`src/rtl/vga_timing_gen.sv`:
```
// ---------------------------------------------------------------------------
// vga_timing_gen
//
// Pixel-timing master for the VGA display path.
//   * Divides the system clock into a one-clock pixel enable (p_tick_o).
//   * Runs the horizontal / vertical raster counters and publishes them as
//     pix_x_o / pix_y_o together with video_on_o and a frame_start_o pulse
//     for the overlay renderers.
//   * Takes the renderer colour back in (rgb_in_i, registered one clock after
//     the coordinate it belongs to) and drives the monitor pins hsync_o,
//     vsync_o and rgb_o. Sync and colour both trail the coordinates by
//     exactly PIPE clocks so they stay aligned per clock.
//
// Ports
//   clk_i          system clock
//   reset_i        synchronous, active-high reset
//   rgb_in_i[11:0] renderer colour (one clock behind the coordinates)
//   pix_x_o[9:0]   horizontal counter, 0..H_TOTAL-1
//   pix_y_o[9:0]   vertical counter,   0..V_TOTAL-1
//   video_on_o     high inside the active area (combinational from counters)
//   p_tick_o       one-clock pixel enable
//   frame_start_o  one-clock pulse in the first clock the counters read (0,0)
//   hsync_o        horizontal sync, active-low, PIPE clocks behind pix_x_o
//   vsync_o        vertical sync, active-low, PIPE clocks behind pix_y_o
//   rgb_o[11:0]    monitor colour, forced to zero during blanking
// ---------------------------------------------------------------------------
module vga_timing_gen #(
    parameter int TICK_DIV  = 4,
    parameter int H_DISPLAY = 640,
    parameter int H_FRONT   = 16,
    parameter int H_SYNC    = 96,
    parameter int H_BACK    = 48,
    parameter int V_DISPLAY = 480,
    parameter int V_FRONT   = 10,
    parameter int V_SYNC    = 2,
    parameter int V_BACK    = 33,
    parameter int PIPE      = 2
) (
    input  logic        clk_i,
    input  logic        reset_i,
    input  logic [11:0] rgb_in_i,
    output logic [9:0]  pix_x_o,
    output logic [9:0]  pix_y_o,
    output logic        video_on_o,
    output logic        p_tick_o,
    output logic        frame_start_o,
    output logic        hsync_o,
    output logic        vsync_o,
    output logic [11:0] rgb_o
);

    // -----------------------------------------------------------------------
    // Derived constants
    // -----------------------------------------------------------------------
    localparam int H_TOTAL = H_DISPLAY + H_FRONT + H_SYNC + H_BACK;
    localparam int V_TOTAL = V_DISPLAY + V_FRONT + V_SYNC + V_BACK;
    localparam int TW      = (TICK_DIV > 2) ? $clog2(TICK_DIV) : 1;

    localparam logic [TW-1:0] TICK_MAX = TW'(TICK_DIV - 1);
    localparam logic [9:0]    H_MAX    = 10'(H_TOTAL - 1);
    localparam logic [9:0]    V_MAX    = 10'(V_TOTAL - 1);
    localparam logic [9:0]    H_DISP   = 10'(H_DISPLAY);
    localparam logic [9:0]    V_DISP   = 10'(V_DISPLAY);
    localparam logic [9:0]    HS_FIRST = 10'(H_DISPLAY + H_FRONT);
    localparam logic [9:0]    HS_LAST  = 10'(H_DISPLAY + H_FRONT + H_SYNC - 1);
    localparam logic [9:0]    VS_FIRST = 10'(V_DISPLAY + V_FRONT);
    localparam logic [9:0]    VS_LAST  = 10'(V_DISPLAY + V_FRONT + V_SYNC - 1);

    // -----------------------------------------------------------------------
    // State
    // -----------------------------------------------------------------------
    logic [TW-1:0]   tick_q, tick_d;
    logic            p_tick_q, p_tick_d;
    logic [9:0]      h_q, h_d;
    logic [9:0]      v_q, v_d;
    logic            frame_q, frame_d;
    logic [PIPE-1:0] hs_pipe_q, hs_pipe_d;
    logic [PIPE-1:0] vs_pipe_q, vs_pipe_d;
    logic [11:0]     rgb_q, rgb_d;

    logic            tick_wrap_s;
    logic            h_wrap_s;
    logic            v_wrap_s;
    logic            video_on_s;
    logic            hsync_raw_s;
    logic            vsync_raw_s;
    logic            von_d_s;

    // End-of-range detection for the three counters
    always_comb begin
        tick_wrap_s = (tick_q == TICK_MAX);
        h_wrap_s    = (h_q == H_MAX);
        v_wrap_s    = (v_q == V_MAX);
    end

    // Tick divider next state; p_tick is registered from the next tick value
    // so that it is high exactly while tick_q sits at TICK_MAX.
    always_comb begin
        tick_d = tick_q;
        if (tick_wrap_s) begin
            tick_d = {TW{1'b0}};
        end else begin
            tick_d = tick_q + TW'(1'b1);
        end
        p_tick_d = (tick_d == TICK_MAX);
    end

    // Raster counter next state. Horizontal and vertical wrap on the same
    // edge at the end of a frame, so (0,0) follows (H_MAX,V_MAX) directly.
    always_comb begin
        h_d     = h_q;
        v_d     = v_q;
        frame_d = 1'b0;
        if (tick_wrap_s) begin
            if (h_wrap_s) begin
                h_d = 10'd0;
                if (v_wrap_s) begin
                    v_d     = 10'd0;
                    frame_d = 1'b1;
                end else begin
                    v_d     = v_q + 10'd1;
                    frame_d = 1'b0;
                end
            end else begin
                h_d = h_q + 10'd1;
            end
        end else begin
            h_d = h_q;
        end
    end

    // Tick divider and raster counter registers
    always_ff @(posedge clk_i) begin
        if (reset_i) begin
            tick_q   <= {TW{1'b0}};
            p_tick_q <= 1'b0;
            h_q      <= 10'd0;
            v_q      <= 10'd0;
            // Armed during reset so the pulse lands in the first clock after
            // release, when the counters first read (0,0) as live values.
            frame_q  <= 1'b1;
        end else begin
            tick_q   <= tick_d;
            p_tick_q <= p_tick_d;
            h_q      <= h_d;
            v_q      <= v_d;
            frame_q  <= frame_d;
        end
    end

    // Active-area and raw sync decode from the live counters
    always_comb begin
        video_on_s  = (h_q < H_DISP) && (v_q < V_DISP);
        hsync_raw_s = !((h_q >= HS_FIRST) && (h_q <= HS_LAST));
        vsync_raw_s = !((v_q >= VS_FIRST) && (v_q <= VS_LAST));
    end

    // -----------------------------------------------------------------------
    // Sync delay line: PIPE stages so sync reaches the pins together with the
    // colour belonging to the same coordinate.
    // -----------------------------------------------------------------------
    generate
        if (PIPE == 1) begin : g_sync_single
            // Single stage: the register takes the raw sync directly
            always_comb begin
                hs_pipe_d = hsync_raw_s;
                vs_pipe_d = vsync_raw_s;
            end
        end else begin : g_sync_shift
            // Multi-stage shift, stage 0 takes the raw sync
            always_comb begin
                hs_pipe_d = {hs_pipe_q[PIPE-2:0], hsync_raw_s};
                vs_pipe_d = {vs_pipe_q[PIPE-2:0], vsync_raw_s};
            end
        end
    endgenerate

    // Sync delay registers; idle level is high (inactive)
    always_ff @(posedge clk_i) begin
        if (reset_i) begin
            hs_pipe_q <= {PIPE{1'b1}};
            vs_pipe_q <= {PIPE{1'b1}};
        end else begin
            hs_pipe_q <= hs_pipe_d;
            vs_pipe_q <= vs_pipe_d;
        end
    end

    // -----------------------------------------------------------------------
    // video_on delay line: PIPE-1 stages. The renderer register supplies the
    // remaining stage on the colour path, so von_d_s lines up with rgb_in_i.
    // -----------------------------------------------------------------------
    generate
        if (PIPE > 1) begin : g_von_pipe
            logic [PIPE-2:0] von_pipe_q;
            logic [PIPE-2:0] von_pipe_d;

            if (PIPE == 2) begin : g_von_single
                // One stage: takes video_on directly
                always_comb begin
                    von_pipe_d = video_on_s;
                end
            end else begin : g_von_shift
                // Shift toward the tap, stage 0 takes video_on
                always_comb begin
                    von_pipe_d = {von_pipe_q[PIPE-3:0], video_on_s};
                end
            end

            // video_on delay registers; blank while in reset
            always_ff @(posedge clk_i) begin
                if (reset_i) begin
                    von_pipe_q <= {(PIPE-1){1'b0}};
                end else begin
                    von_pipe_q <= von_pipe_d;
                end
            end

            assign von_d_s = von_pipe_q[PIPE-2];
        end else begin : g_von_bypass
            assign von_d_s = video_on_s;
        end
    endgenerate

    // Colour gating: renderer colour only inside the delayed active area
    always_comb begin
        rgb_d = 12'h000;
        if (von_d_s) begin
            rgb_d = rgb_in_i;
        end else begin
            rgb_d = 12'h000;
        end
    end

    // Colour output register
    always_ff @(posedge clk_i) begin
        if (reset_i) begin
            rgb_q <= 12'h000;
        end else begin
            rgb_q <= rgb_d;
        end
    end

    // -----------------------------------------------------------------------
    // Outputs
    // -----------------------------------------------------------------------
    assign pix_x_o    = h_q;
    assign pix_y_o    = v_q;
    assign video_on_o = video_on_s;
    assign p_tick_o   = p_tick_q;
    // frame_q is armed by reset; masking with reset_i keeps the pulse low for
    // as long as reset is held and lets it appear on the first free clock.
    assign frame_start_o = frame_q & ~reset_i;
    assign hsync_o    = hs_pipe_q[PIPE-1];
    assign vsync_o    = vs_pipe_q[PIPE-1];
    assign rgb_o      = rgb_q;

endmodule

```
`config.mk`:
```
export PLATFORM = sky130hd
export DESIGN_NAME = vga_timing_gen
export DESIGN_NICKNAME = d
export VERILOG_FILES = /design/src/rtl/vga_timing_gen.sv
export SDC_FILE = /design/constraint.sdc
export NUM_CORES = 1
export LEC_CHECK = 0
export ABC_AREA = 1
export ABC_CLOCK_PERIOD_IN_PS = 1800
export CAP_MARGIN = 10
export CORE_ASPECT_RATIO = 0.8
export CORE_MARGIN = 8
export CORE_UTILIZATION = 47
export CTS_BUF_LIST = sky130_fd_sc_hd__clkbuf_16
export DETAILED_ROUTE_END_ITERATION = 10
export PLACE_DENSITY = 0.79
export SYNTH_ARGS = -nofsm -noshare
export SYNTH_HDL_FRONTEND = slang
export SYNTH_SLANG_ARGS = --single-unit
export TNS_END_PERCENT = 20
```
`constraint.sdc`:
```
create_clock -name clk_i -period 1.8 [get_ports clk_i]
set_input_delay 0.36 -clock clk_i [delete_from_list [all_inputs] [get_ports clk_i]]
set_output_delay 0.36 -clock clk_i [all_outputs]
set_load 0.005 [all_outputs]
```
==> summary.txt, run 1 <==
Finish
  – FILL cells: roughly 330
  – Layout net count: 322
  – Share of cells above drive strength 1: 0.1023
  – N_diodes: 0
  – Final instance area: about 2600 µm²
  – Layout area overhead: 43.86%
  – Final core utilization: 0.6879

Worst setup path
  – Worst EP required: 1.44 ns
  – Worst EP arrival: around 1.3 ns
  – Startpoint Class: flop
  – R2r startpoint: tick_q[0]
  – CP Class: flop to primary output
  – R2R Path End: pix_x_o[5]
  – Critical Path Sink: video_on_o
  – Crit path capture type: primary output
  – FF-to-FF setup slack: around 0.28 ns
  – Critical Path Source: pix_x_o[9]
  – R2R cell count: 8
  – CP max FO: 5

Power and ir drop
  – Power per Cell Area: 802.8 nW/µm²
  – Sw frac: 0.1999
  – Worst VDD drop: between 500 and 600 µV
  – Comb power frac: 0.059
  – Power, Total: around 2100 µW
  – Flop pwr share: 0.456
  – LEAKAGE: ~0.0011 µW
  – Switch Pwr: between 400 and 500 µW
  – Power Internal: 1647 µW
  – Clk pwr share: 0.485

Routing
  – DR WL/cell: roughly 12 µm
  – Router iterations before antenna repair: 4
  – Via/cell ratio: between 4 and 5
  – Vias: approximately 1,700
  – Final ANT Viol Nets: 0
  – # DRC: 0
  – WL final: 4.210 mm
  – 1st-iter DRT viols: 67

Die
  – FP Rows: 20
  – Initial Util: 0.4782
  – Total core area: between 3000 and 4000 µm²
  – Die width: around 85 µm
  – Die ar.: just over 6000 µm²
  – Die extent in y: around 71 µm
  – I/O pin count: 51

Clocking
  – Root buf cell: clkbuf_16
  – Hold-fix buffers, CTS: 0
  – CTS sink count: slightly above 40
  – H-tree levels: 2
  – Postcts setup bufs: 0
  – Clock Latency Late Sink: between 0.2 and 0.3 ns
  – TritonCTS buffer count: 5
  – Buffer depth of the longest clock path: 2
  – CTS tree: done
  – Reg clk slew, reported paths: 0.06 ns

GRT
  – Vias in the first global route: between 1,500 and 2,000
  – Met2 Track Usage GR: 0.2214
  – Initial antenna violation count: 0
  – Busiest grt layer: met2
  – Met3 Use GR: 0.05903
  – First-pass GRT wire length: about 7.1 mm
  – Largest net degree at the start of global routing: 14
  – Gr ovfl total: 0
  – GRT Total Usage: 0.1425
  – GR met1 Demand/Resource: 0.1776

Synth
  – Cells after Synth: 240
  – Area leader, netlist: dfxtp_1
  – Largest cells by area after synthesis: dfxtp_1 46%, nand2_1 10%, nor2_1 9.5%
  – Count leader, synth: nand2_1
  – Async SR Flop Fraction: 0
  – Predominant post-synthesis flop cell: dfxtp_1
  – Syn_nets: between 200 and 300
  – Synth cell types: 24
  – Top cell type's share of synthesized area: 0.4604
  – EDFF count, synth: 0
  – Register area share after synthesis: 0.4604
  – Commonest cells post-synth: 48 x nand2_1, 45 x nor2_1, 41 x dfxtp_1, 40 x inv_1, 16 x nand3_1
  – Cell Area, Synth: approximately 1800 µm²
  – Number of synthesized register bits: a little over 40
  – Synthesized area per cell: around 7.4 µm²
  – Yosys warnings: 0

Job
  – Max-cap violations: 0

Placed design
  – Buffers on Ports: 50
  – Routability Congestion: 0.8813
  – DP Area: roughly 2400 µm²
  – DP HPWL: 3.096 mm

Min path
  – Min-delay worst type: flop to flop

Timing
  – Final hold violations: 0
  – Skew final: roughly 0.0021 ns
  – Hold slack: 0.4095 ns
  – Slew Limit Fails: 0
  – RSZ-0062 raised after global routing: no
  – Final setup vio count: 0
  – Fin crit share: 0.9285
  – Post-layout minimum cycle time: around 1.7 ns
  – Fmax: between 500 and 600 MHz
  – Worst Tran Pin Value: 0.2633 ns
  – Slew HR: 0.8238

Run status
  – Outcome: completed
-- power groups by stage --
stage / Sequential (µW) / Combinational [µW] / Clock [µW]
3_3_place_gp: 958 / 119 / 0
2_1_floorplan: 959 / 44.1 / 0
6_report: 938 / 122 / 999
5_1_grt: 940 / 135 / 1050
4_1_cts: 938 / 123 / 1010
3_5_place_dp: 958 / 122 / 0
-- cells in the final DEF, fill, tap and decap left out, drive strengths merged, types with 5 or more instances in the layout --
master,count
a21oi,7
buf,7
clkbuf,5
clkdlybuf4s50,48
dfxtp,41
ha,6
inv,42
nand2,53
nand3,18
nor2,50
nor3,7
-- critical path, stage by stage, from the launching register on --
cell and delay (ns):
dfxtp_1 0.40, inv_1 0.07, a21oi_1 0.23, nor3_2 0.07
dlygate4sd2_1 0.27
-- cell families (layout without fill, tap and decap cells) --
kind of cell / count (synthesis) / count (layout) / synth area share
AND/OR/NAND/NOR: 135 / 135 / 0.3565
buffers and inverters: 44 / 107 / 0.09403
flip-flops: 41 / 41 / 0.4604
AO/OA/AOI/OAI: 12 / 12 / 0.03719
adder cells (fa/ha/maj): 6 / 6 / 0.04210
XOR/XNOR: 2 / 2 / 0.009826
-- registers in the layout, summed over array words and instances, names as in the netlist --
signal and flops:
frame_q 1, g_von_pipe.von_pipe_q 1, hs_pipe_q 2, p_tick_o 1
pix_x_o 10, pix_y_o 10, rgb_o 12, tick_q 2
vs_pipe_q 2
-- how the worst min path moves through the flow --
stage               depth (start not counted)            to         start  slack, ns
finish                                      1  vs_pipe_q[1]  vs_pipe_q[0]       0.41
global route                                1  hs_pipe_q[1]  hs_pipe_q[0]       0.42
CTS                                         1  vs_pipe_q[1]  vs_pipe_q[0]       0.41
detailed placement                          1  vs_pipe_q[1]  vs_pipe_q[0]       0.40
global placement                            1  vs_pipe_q[1]  vs_pipe_q[0]       0.39
floorplan                                   1  hs_pipe_q[1]  hs_pipe_q[0]       0.39
-- layer usage --
layer	wire length [µm]	up-vias
met5	0	-
met4	40	0
met3	345	8
met2	1822	68
met1	2001	756
li1	-	860
-- cell type report --
class                      instances  area, µm²  area share
inverter                          42      160.2     0.06244
multi-input combinational        155      799.5      0.3117
clock buffer                       5      125.1     0.04878
sequential                        41      820.8      0.3200
timing repair buffer              57      563.0      0.2195
tap                               44      55.05     0.02146
clock inverter                     3      41.29     0.01610
-- stage by stage --
| stage | cells | worst slack [ns] | setup TNS [ns] |
|---|---|---|---|
| floorplan | 240 | 0.4802 | 0 |
| global placement | 339 | -0.01195 | -0.01195 |
| detailed placement | 339 | -0.004859 | -0.004859 |
| CTS | 347 | 0.1264 | 0 |
| global route | 347 | 0.05301 | 0 |
| finish | 347 | 0.1286 | 0 |
-- repair_timing --
action,4_1_cts,5_1_grt
hold endpoints to repair,0,0
resized for setup,3,0
setup endpoints to repair,2,0
Power figures use the tool's default switching activity.
==> run 2, diff against run 1 <==
- CTS_CLUSTER_DIAMETER: unset -> 50
==> results of run 2 <==
No change in the layout: final DEF, timing and power equal those of run 1.
